**src/rtl/hazard_fwd_ctrl_pkg.sv**
```systemverilog
// Shared encodings and defaults for the D-stage hazard / forwarding controller.
package hazard_fwd_ctrl_pkg;

    typedef enum logic [1:0] {
        FWD_RF = 2'd0,
        FWD_W  = 2'd1,
        FWD_M  = 2'd2
    } fwd_sel_e;

    localparam logic [1:0] TUSE_UNUSED = 2'd3;

    localparam int MULT_CYCLES_DEF = 5;
    localparam int DIV_CYCLES_DEF  = 10;

    // Tnew counts down by one per stage and parks at zero once the result exists.
    function automatic logic [1:0] sat_dec(input logic [1:0] t);
        return (t == 2'd0) ? 2'd0 : t - 2'd1;
    endfunction

endpackage

```
**src/rtl/hazard_fwd_ctrl_if.sv**
```systemverilog
// D-stage operand/producer info in, forwarding selects / stall / md_busy out.
interface hazard_fwd_ctrl_if #(
    parameter int REG_AW = 5
);
    logic [REG_AW-1:0] D_rs;
    logic [REG_AW-1:0] D_rt;
    logic [1:0]        D_Tuse_rs;
    logic [1:0]        D_Tuse_rt;
    logic [REG_AW-1:0] D_dst;
    logic [1:0]        D_Tnew;
    logic              D_is_md;
    logic              E_md_start;
    logic              E_md_div;
    logic [1:0]        D_ForwardRD1Mux_Sel;
    logic [1:0]        D_ForwardRD2Mux_Sel;
    logic              D_stall;
    logic              md_busy;

    modport master (
        output D_rs, D_rt, D_Tuse_rs, D_Tuse_rt, D_dst, D_Tnew, D_is_md,
               E_md_start, E_md_div,
        input  D_ForwardRD1Mux_Sel, D_ForwardRD2Mux_Sel, D_stall, md_busy
    );

    modport slave (
        input  D_rs, D_rt, D_Tuse_rs, D_Tuse_rt, D_dst, D_Tnew, D_is_md,
               E_md_start, E_md_div,
        output D_ForwardRD1Mux_Sel, D_ForwardRD2Mux_Sel, D_stall, md_busy
    );
endinterface

```
**src/rtl/hazard_fwd_ctrl_fwd_sel_unit.sv**
```systemverilog
// Per-source forward select and stall term, from one D operand and the E/M/W tags.
module fwd_sel_unit
    import hazard_fwd_ctrl_pkg::*;
#(
    parameter int REG_AW = 5
) (
    input  logic [REG_AW-1:0] src,
    input  logic [1:0]        tuse,
    input  logic [REG_AW-1:0] e_addr,
    input  logic [1:0]        e_tnew,
    input  logic [REG_AW-1:0] m_addr,
    input  logic [1:0]        m_tnew,
    input  logic [REG_AW-1:0] w_addr,
    output logic [1:0]        sel,
    output logic              stall
);
    logic [1:0] eff_e_tnew;
    logic       src_live;

    // Nothing forwards from E into D, so even a Tnew=0 producer in E costs a cycle.
    assign eff_e_tnew = (e_tnew == 2'd0) ? 2'd1 : e_tnew;
    assign src_live   = (src != '0);

    always_comb begin
        stall = 1'b0;
        if (src_live && (tuse != TUSE_UNUSED)) begin
            stall = ((src == e_addr) && (tuse < eff_e_tnew)) ||
                    ((src == m_addr) && (tuse < m_tnew));
        end
    end

    // A not-ready M match deliberately hides an older W copy; the stall covers it.
    always_comb begin
        sel = FWD_RF;
        if (src_live) begin
            if (src == m_addr)
                sel = (m_tnew == 2'd0) ? FWD_M : FWD_RF;
            else if (src == w_addr)
                sel = FWD_W;
        end
    end
endmodule

```
**src/rtl/hazard_fwd_ctrl.sv**
```systemverilog
// Producer tag pipeline (E/M/W), D-stage forward selects and stall, mult/div busy counter.
module hazard_fwd_ctrl
    import hazard_fwd_ctrl_pkg::*;
#(
    parameter int REG_AW      = 5,
    parameter int MULT_CYCLES = MULT_CYCLES_DEF,
    parameter int DIV_CYCLES  = DIV_CYCLES_DEF
) (
    input  logic              clk,
    input  logic              reset,
    hazard_fwd_ctrl_if.slave  bus
);
    localparam int CNT_MAX = (MULT_CYCLES > DIV_CYCLES) ? MULT_CYCLES : DIV_CYCLES;
    localparam int CNT_W   = $clog2(CNT_MAX + 1);

    logic [REG_AW-1:0] e_addr, m_addr, w_addr;
    logic [1:0]        e_tnew, m_tnew;
    logic [CNT_W-1:0]  md_cnt, md_cnt_next;
    logic              md_busy_q;
    logic              stall_rs, stall_rt, stall_md, stall;

    fwd_sel_unit #(.REG_AW(REG_AW)) u_sel_rs (
        .src(bus.D_rs), .tuse(bus.D_Tuse_rs),
        .e_addr(e_addr), .e_tnew(e_tnew), .m_addr(m_addr), .m_tnew(m_tnew),
        .w_addr(w_addr), .sel(bus.D_ForwardRD1Mux_Sel), .stall(stall_rs)
    );

    fwd_sel_unit #(.REG_AW(REG_AW)) u_sel_rt (
        .src(bus.D_rt), .tuse(bus.D_Tuse_rt),
        .e_addr(e_addr), .e_tnew(e_tnew), .m_addr(m_addr), .m_tnew(m_tnew),
        .w_addr(w_addr), .sel(bus.D_ForwardRD2Mux_Sel), .stall(stall_rt)
    );

    assign stall_md    = bus.D_is_md && (md_busy_q || bus.E_md_start);
    assign stall       = stall_rs || stall_rt || stall_md;
    assign bus.D_stall = stall;
    assign bus.md_busy = md_busy_q;

    // W data is always written back before D reads it, so W's Tnew is never consulted.
    always_ff @(posedge clk or negedge reset) begin
        if (!reset) begin
            e_addr <= '0;
            e_tnew <= 2'd0;
            m_addr <= '0;
            m_tnew <= 2'd0;
            w_addr <= '0;
        end else begin
            e_addr <= stall ? '0 : bus.D_dst;
            e_tnew <= stall ? 2'd0 : bus.D_Tnew;
            m_addr <= e_addr;
            m_tnew <= sat_dec(e_tnew);
            w_addr <= m_addr;
        end
    end

    // A start always reloads, even over a running operation.
    always_comb begin
        md_cnt_next = md_cnt;
        if (bus.E_md_start)
            md_cnt_next = bus.E_md_div ? CNT_W'(DIV_CYCLES) : CNT_W'(MULT_CYCLES);
        else if (md_cnt != '0)
            md_cnt_next = md_cnt - CNT_W'(1);
    end

    always_ff @(posedge clk or negedge reset) begin
        if (!reset) begin
            md_cnt    <= '0;
            md_busy_q <= 1'b0;
        end else begin
            md_cnt    <= md_cnt_next;
            md_busy_q <= (md_cnt_next != '0);
        end
    end
endmodule

```
**src/flat_wrapper.sv**
```systemverilog
// flat-port wrapper written by rule: the top's interface ports become plain ports
module hazard_fwd_ctrl_flat import hazard_fwd_ctrl_pkg::*;
#(
    parameter int REG_AW      = 5,
    parameter int MULT_CYCLES = MULT_CYCLES_DEF,
    parameter int DIV_CYCLES  = DIV_CYCLES_DEF
)
  (clk, reset, bus_D_rs, bus_D_rt, bus_D_Tuse_rs, bus_D_Tuse_rt, bus_D_dst, bus_D_Tnew, bus_D_is_md, bus_E_md_start, bus_E_md_div, bus_D_ForwardRD1Mux_Sel, bus_D_ForwardRD2Mux_Sel, bus_D_stall, bus_md_busy);
  hazard_fwd_ctrl_if #(.REG_AW(REG_AW)) bus_i ();
  input  logic clk;
  input  logic reset;
  input wire logic [$bits(bus_i.D_rs)-1:0] bus_D_rs;
  input wire logic [$bits(bus_i.D_rt)-1:0] bus_D_rt;
  input wire logic [$bits(bus_i.D_Tuse_rs)-1:0] bus_D_Tuse_rs;
  input wire logic [$bits(bus_i.D_Tuse_rt)-1:0] bus_D_Tuse_rt;
  input wire logic [$bits(bus_i.D_dst)-1:0] bus_D_dst;
  input wire logic [$bits(bus_i.D_Tnew)-1:0] bus_D_Tnew;
  input wire logic [$bits(bus_i.D_is_md)-1:0] bus_D_is_md;
  input wire logic [$bits(bus_i.E_md_start)-1:0] bus_E_md_start;
  input wire logic [$bits(bus_i.E_md_div)-1:0] bus_E_md_div;
  output wire logic [$bits(bus_i.D_ForwardRD1Mux_Sel)-1:0] bus_D_ForwardRD1Mux_Sel;
  output wire logic [$bits(bus_i.D_ForwardRD2Mux_Sel)-1:0] bus_D_ForwardRD2Mux_Sel;
  output wire logic [$bits(bus_i.D_stall)-1:0] bus_D_stall;
  output wire logic [$bits(bus_i.md_busy)-1:0] bus_md_busy;
  assign bus_i.D_rs = bus_D_rs;
  assign bus_i.D_rt = bus_D_rt;
  assign bus_i.D_Tuse_rs = bus_D_Tuse_rs;
  assign bus_i.D_Tuse_rt = bus_D_Tuse_rt;
  assign bus_i.D_dst = bus_D_dst;
  assign bus_i.D_Tnew = bus_D_Tnew;
  assign bus_i.D_is_md = bus_D_is_md;
  assign bus_i.E_md_start = bus_E_md_start;
  assign bus_i.E_md_div = bus_E_md_div;
  assign bus_D_ForwardRD1Mux_Sel = bus_i.D_ForwardRD1Mux_Sel;
  assign bus_D_ForwardRD2Mux_Sel = bus_i.D_ForwardRD2Mux_Sel;
  assign bus_D_stall = bus_i.D_stall;
  assign bus_md_busy = bus_i.md_busy;
  hazard_fwd_ctrl #(.REG_AW(REG_AW), .MULT_CYCLES(MULT_CYCLES), .DIV_CYCLES(DIV_CYCLES)) u_core (.clk(clk), .reset(reset), .bus(bus_i));
endmodule
```
**config.mk**
```make
export PLATFORM = sky130hd
export DESIGN_NAME = hazard_fwd_ctrl_flat
export DESIGN_NICKNAME = d
export VERILOG_FILES = /design/src/rtl/hazard_fwd_ctrl_pkg.sv /design/src/rtl/hazard_fwd_ctrl_if.sv /design/src/rtl/hazard_fwd_ctrl_fwd_sel_unit.sv /design/src/rtl/hazard_fwd_ctrl.sv /design/src/flat_wrapper.sv
export SDC_FILE = /design/constraint.sdc
export NUM_CORES = 1
export LEC_CHECK = 0
export ABC_AREA = 1
export BUFFER_PORTS_ARGS = -buffer_cell sky130_fd_sc_hd__buf_2
export CAP_MARGIN = 20
export CORE_MARGIN = 8
export CORE_UTILIZATION = 30
export CTS_BUF_LIST = sky130_fd_sc_hd__clkbuf_16
export CTS_CLUSTER_SIZE = 30
export DETAILED_ROUTE_END_ITERATION = 10
export GPL_TIMING_DRIVEN = 0
export PLACE_DENSITY = 0.52
export SYNTH_ARGS = -nofsm -noshare
export SYNTH_HDL_FRONTEND = slang
export SYNTH_SLANG_ARGS = --single-unit
```
**constraint.sdc**
```tcl
create_clock -name clk -period 3.77 [get_ports clk]
set_input_delay 0.377 -clock clk [delete_from_list [all_inputs] [get_ports clk]]
set_output_delay 0.377 -clock clk [all_outputs]
set_load 0.01 [all_outputs]
```
==> results.cfg <==
[cells_and_area]
instances_no_fill = 302
multi_input_area_sq_um = 704.4
regArea_sq_um = 600.6
diodes = 0
nets = 267
syn_to_final_growth_pct = 21.62
drive_gt1_share_pct = 16.60
final_util_pct = 37.85
fillCellCount = 513

[clock_tree]
h-tree-depth = 1
clk_latency_ns = 0.26
tritoncts = built
clock_sink_count = 24
clockBufferDepth = 2
path_clk_slew_ns = 0.06
cts-buffers-inserted = 3
cts_hold_buf = 0
post-cts-setup-buffers = 0
ctsResizeCount = 0
root_buffer = clkbuf_16

[timing]
setup_viol_count_final = 0
tns_ns = 0
clock-skew-final_ns = 0.001539
setup_ws_ns = 1.681
hold_viol_final = 0
fmax_ghz = 0.4788
slew_headroom_pct = 63.17
period_share_pct = 55.40
finalWorstPathRequiredPeriod_ns = 2.089
worst_slew_pin_slew_ns = 0.5524
slew_violations = 0
rsz0062_at_grt = no

[synthesis]
synth-compound-area-share_pct = 6.128
async_reset_ff_share_pct = 100.0
yosys_warnings = 0
synth_top_area_share_pct = 40.85
synth_common_cells = 53 x nand2_1, 44 x inv_1, 24 x dfrtp_1
postSynthCellCount = 200
synth_area_leaders = dfrtp_1 41%, nand2_1 14%, inv_1 11%
synth_adder_area_share_pct = 4.255
synth_top_cell_by_area = dfrtp_1
synth_area_sq_um = 1470
synth_edf_count = 0
synth_area_per_cell_sq_um = 7.351
synth-simple-area-share_pct = 28.60
synth_xor_xnor_area_share_pct = 8.936
ys_seq_area_share_pct = 40.85
synth_top_family_by_area = simple AND/OR/NAND/NOR gates
synth.most_common_cell = nand2_1
synth_mux_area_share_pct = 0
ys_seq_elements = 24
ys_types = 21
syn_nets = 231
ys.flop_type = dfrtp_1

[die]
die_h_um = 86.01
core_area_sq_um = 4723
ios = 32
die-area_sq_um = 7397
std_cell_rows = 25
die-width_um = 86.01
initial_core_util_pct = 31.13

[place]
gp_congestion = 0.7956
port_buffers = 31
dp_slack_ns = 1.846
dpl.cell_count = 298
post-dp-hpwl_mm = 2.809

[route]
route.met3.wl_um = 246
highest_layer = met4
route.met2.wl_mm = 1.583
antenna_left = 0
avgViaCountPerCell = 4.341
wl_per_cell_um = 11.53
via_count = 1311
drtIter0Drc = 84
wl_mm = 3.481
first_pass_iters = 4
wl_met1_mm = 1.622
drc = 0

[power]
netSwitchingPower_uw = 192.1
pwr-share-comb_pct = 20.7
power_density_nw_per_um2 = 374.7
power_leakage_uw = 0.001026
intPower_uw = 477.8
vdd_drop_max_mv = 0.3215
switching_share_pct = 28.67
clockPowerShare_pct = 35.0
seq_power_share_pct = 44.4

[status]
status = finished, final reports clean

[setup_path]
crit_required_ns = 3.39
crit_type = reg2out
start_kind = flip-flop
r2r_slack_ns = 2.30
cp_max_fo = 8
critPathCaptureType = output port
crit_arrival_ns = 1.71

[grt]
antenna_found_initial = 0
grt_max_degree = 25
grtUsageTotal_pct = 10.22
grt_pass1_wl_mm = 6.030
overflow = 0
grt_pass1_vias = 1301

[worst_hold_path]
hp-class = in2async

[run]
maxCapViolations = 0
## layer usage
layer / up-vias / track usage, %
met1: 590 / 12.29
li1: 682 / -
met4: 0 / 2.548
met3: 4 / 3.725
met2: 35 / 16.72
met5: - / 0
## critical path: stages (launching register included)
cell      delay [ns]
dfrtp_1         0.36
inv_1           0.07
ha_1            0.26
a21boi_0        0.20
nor2_1          0.07
nand2_1         0.07
nand2_1         0.06
nand2_2         0.07
nand3_4         0.11
buf_2           0.17
## worst paths after layout
path / from / cells after the start / end
setup / recovery: u_core.e_tnew[1] / 9 / bus_D_stall
hold / removal: reset / 1 / u_core.w_addr[1]
setup reg to reg: u_core.md_cnt[0] / 9 / u_core.bus.md_busy
hold reg to reg: u_core.e_addr[0] / 0 / u_core.m_addr[0]
max in group asynchronous: reset / 1 / u_core.bus.md_busy
min in group clk: bus_D_Tnew[0] / 3 / u_core.e_tnew[0]
## state kept, by name, summed over array words and instances, names as in the netlist
signal,cells
u_core.e_tnew,2
u_core.m_tnew,2
u_core.md_cnt,4
u_core.e_addr,5
u_core.w_addr,5
u_core.m_addr,5
u_core.bus.md_busy,1
## layout make-up
class | count | share of cell area [%]
Tap cell | 67 | 4.689
Multi-Input combinational cell | 132 | 39.40
Timing Repair Buffer | 31 | 8.677
Sequential cell | 24 | 33.59
Clock inverter | 1 | 0.2099
Clock buffer | 3 | 4.199
Inverter | 44 | 9.237
## power groups by stage
stage          registers [uW]  clock network, uW  logic [uW]
6_report                  297                234         139
2_1_floorplan             299                  0        90.1
5_1_grt                   301                252         162
4_1_cts                   297                240         141
3_5_place_dp              302                  0         140
3_3_place_gp              302                  0         139
## cells by family after synthesis
logic type | count (synthesis)
buffers and inverters | 44
adders and majority gates | 5
xor gates and xnor gates | 15
AOI/OAI and AO/OA | 16
and+or+nand+nor | 96
DFF | 24
## metrics by stage
step	power [uW]	hold WS, ns	instance area (sq um)
finish	669.9	0.1018	1788
global route	714.6	0.1564	1788
CTS	678.4	0.1326	1788
detailed placement	442.2	0.3961	1709
global placement	441.6	0.3899	1709
floorplan	388.8	0.08141	1470
## cells in the final DEF (no fill, tap or decap), drive strengths merged
cell and count:
o21ai 4, o22a 1, nand4 7, xor2 11
clkbuf 3, nor3 4, clkinv 1, nor2 19
nor4 2, dfrtp 24, or2 3, nand3 6
xnor2 4, a21boi 1, buf 31, ha 5
nand2 55, a21oi 10, inv 44
No activity file was read; power rests on OpenSTA's default activity.
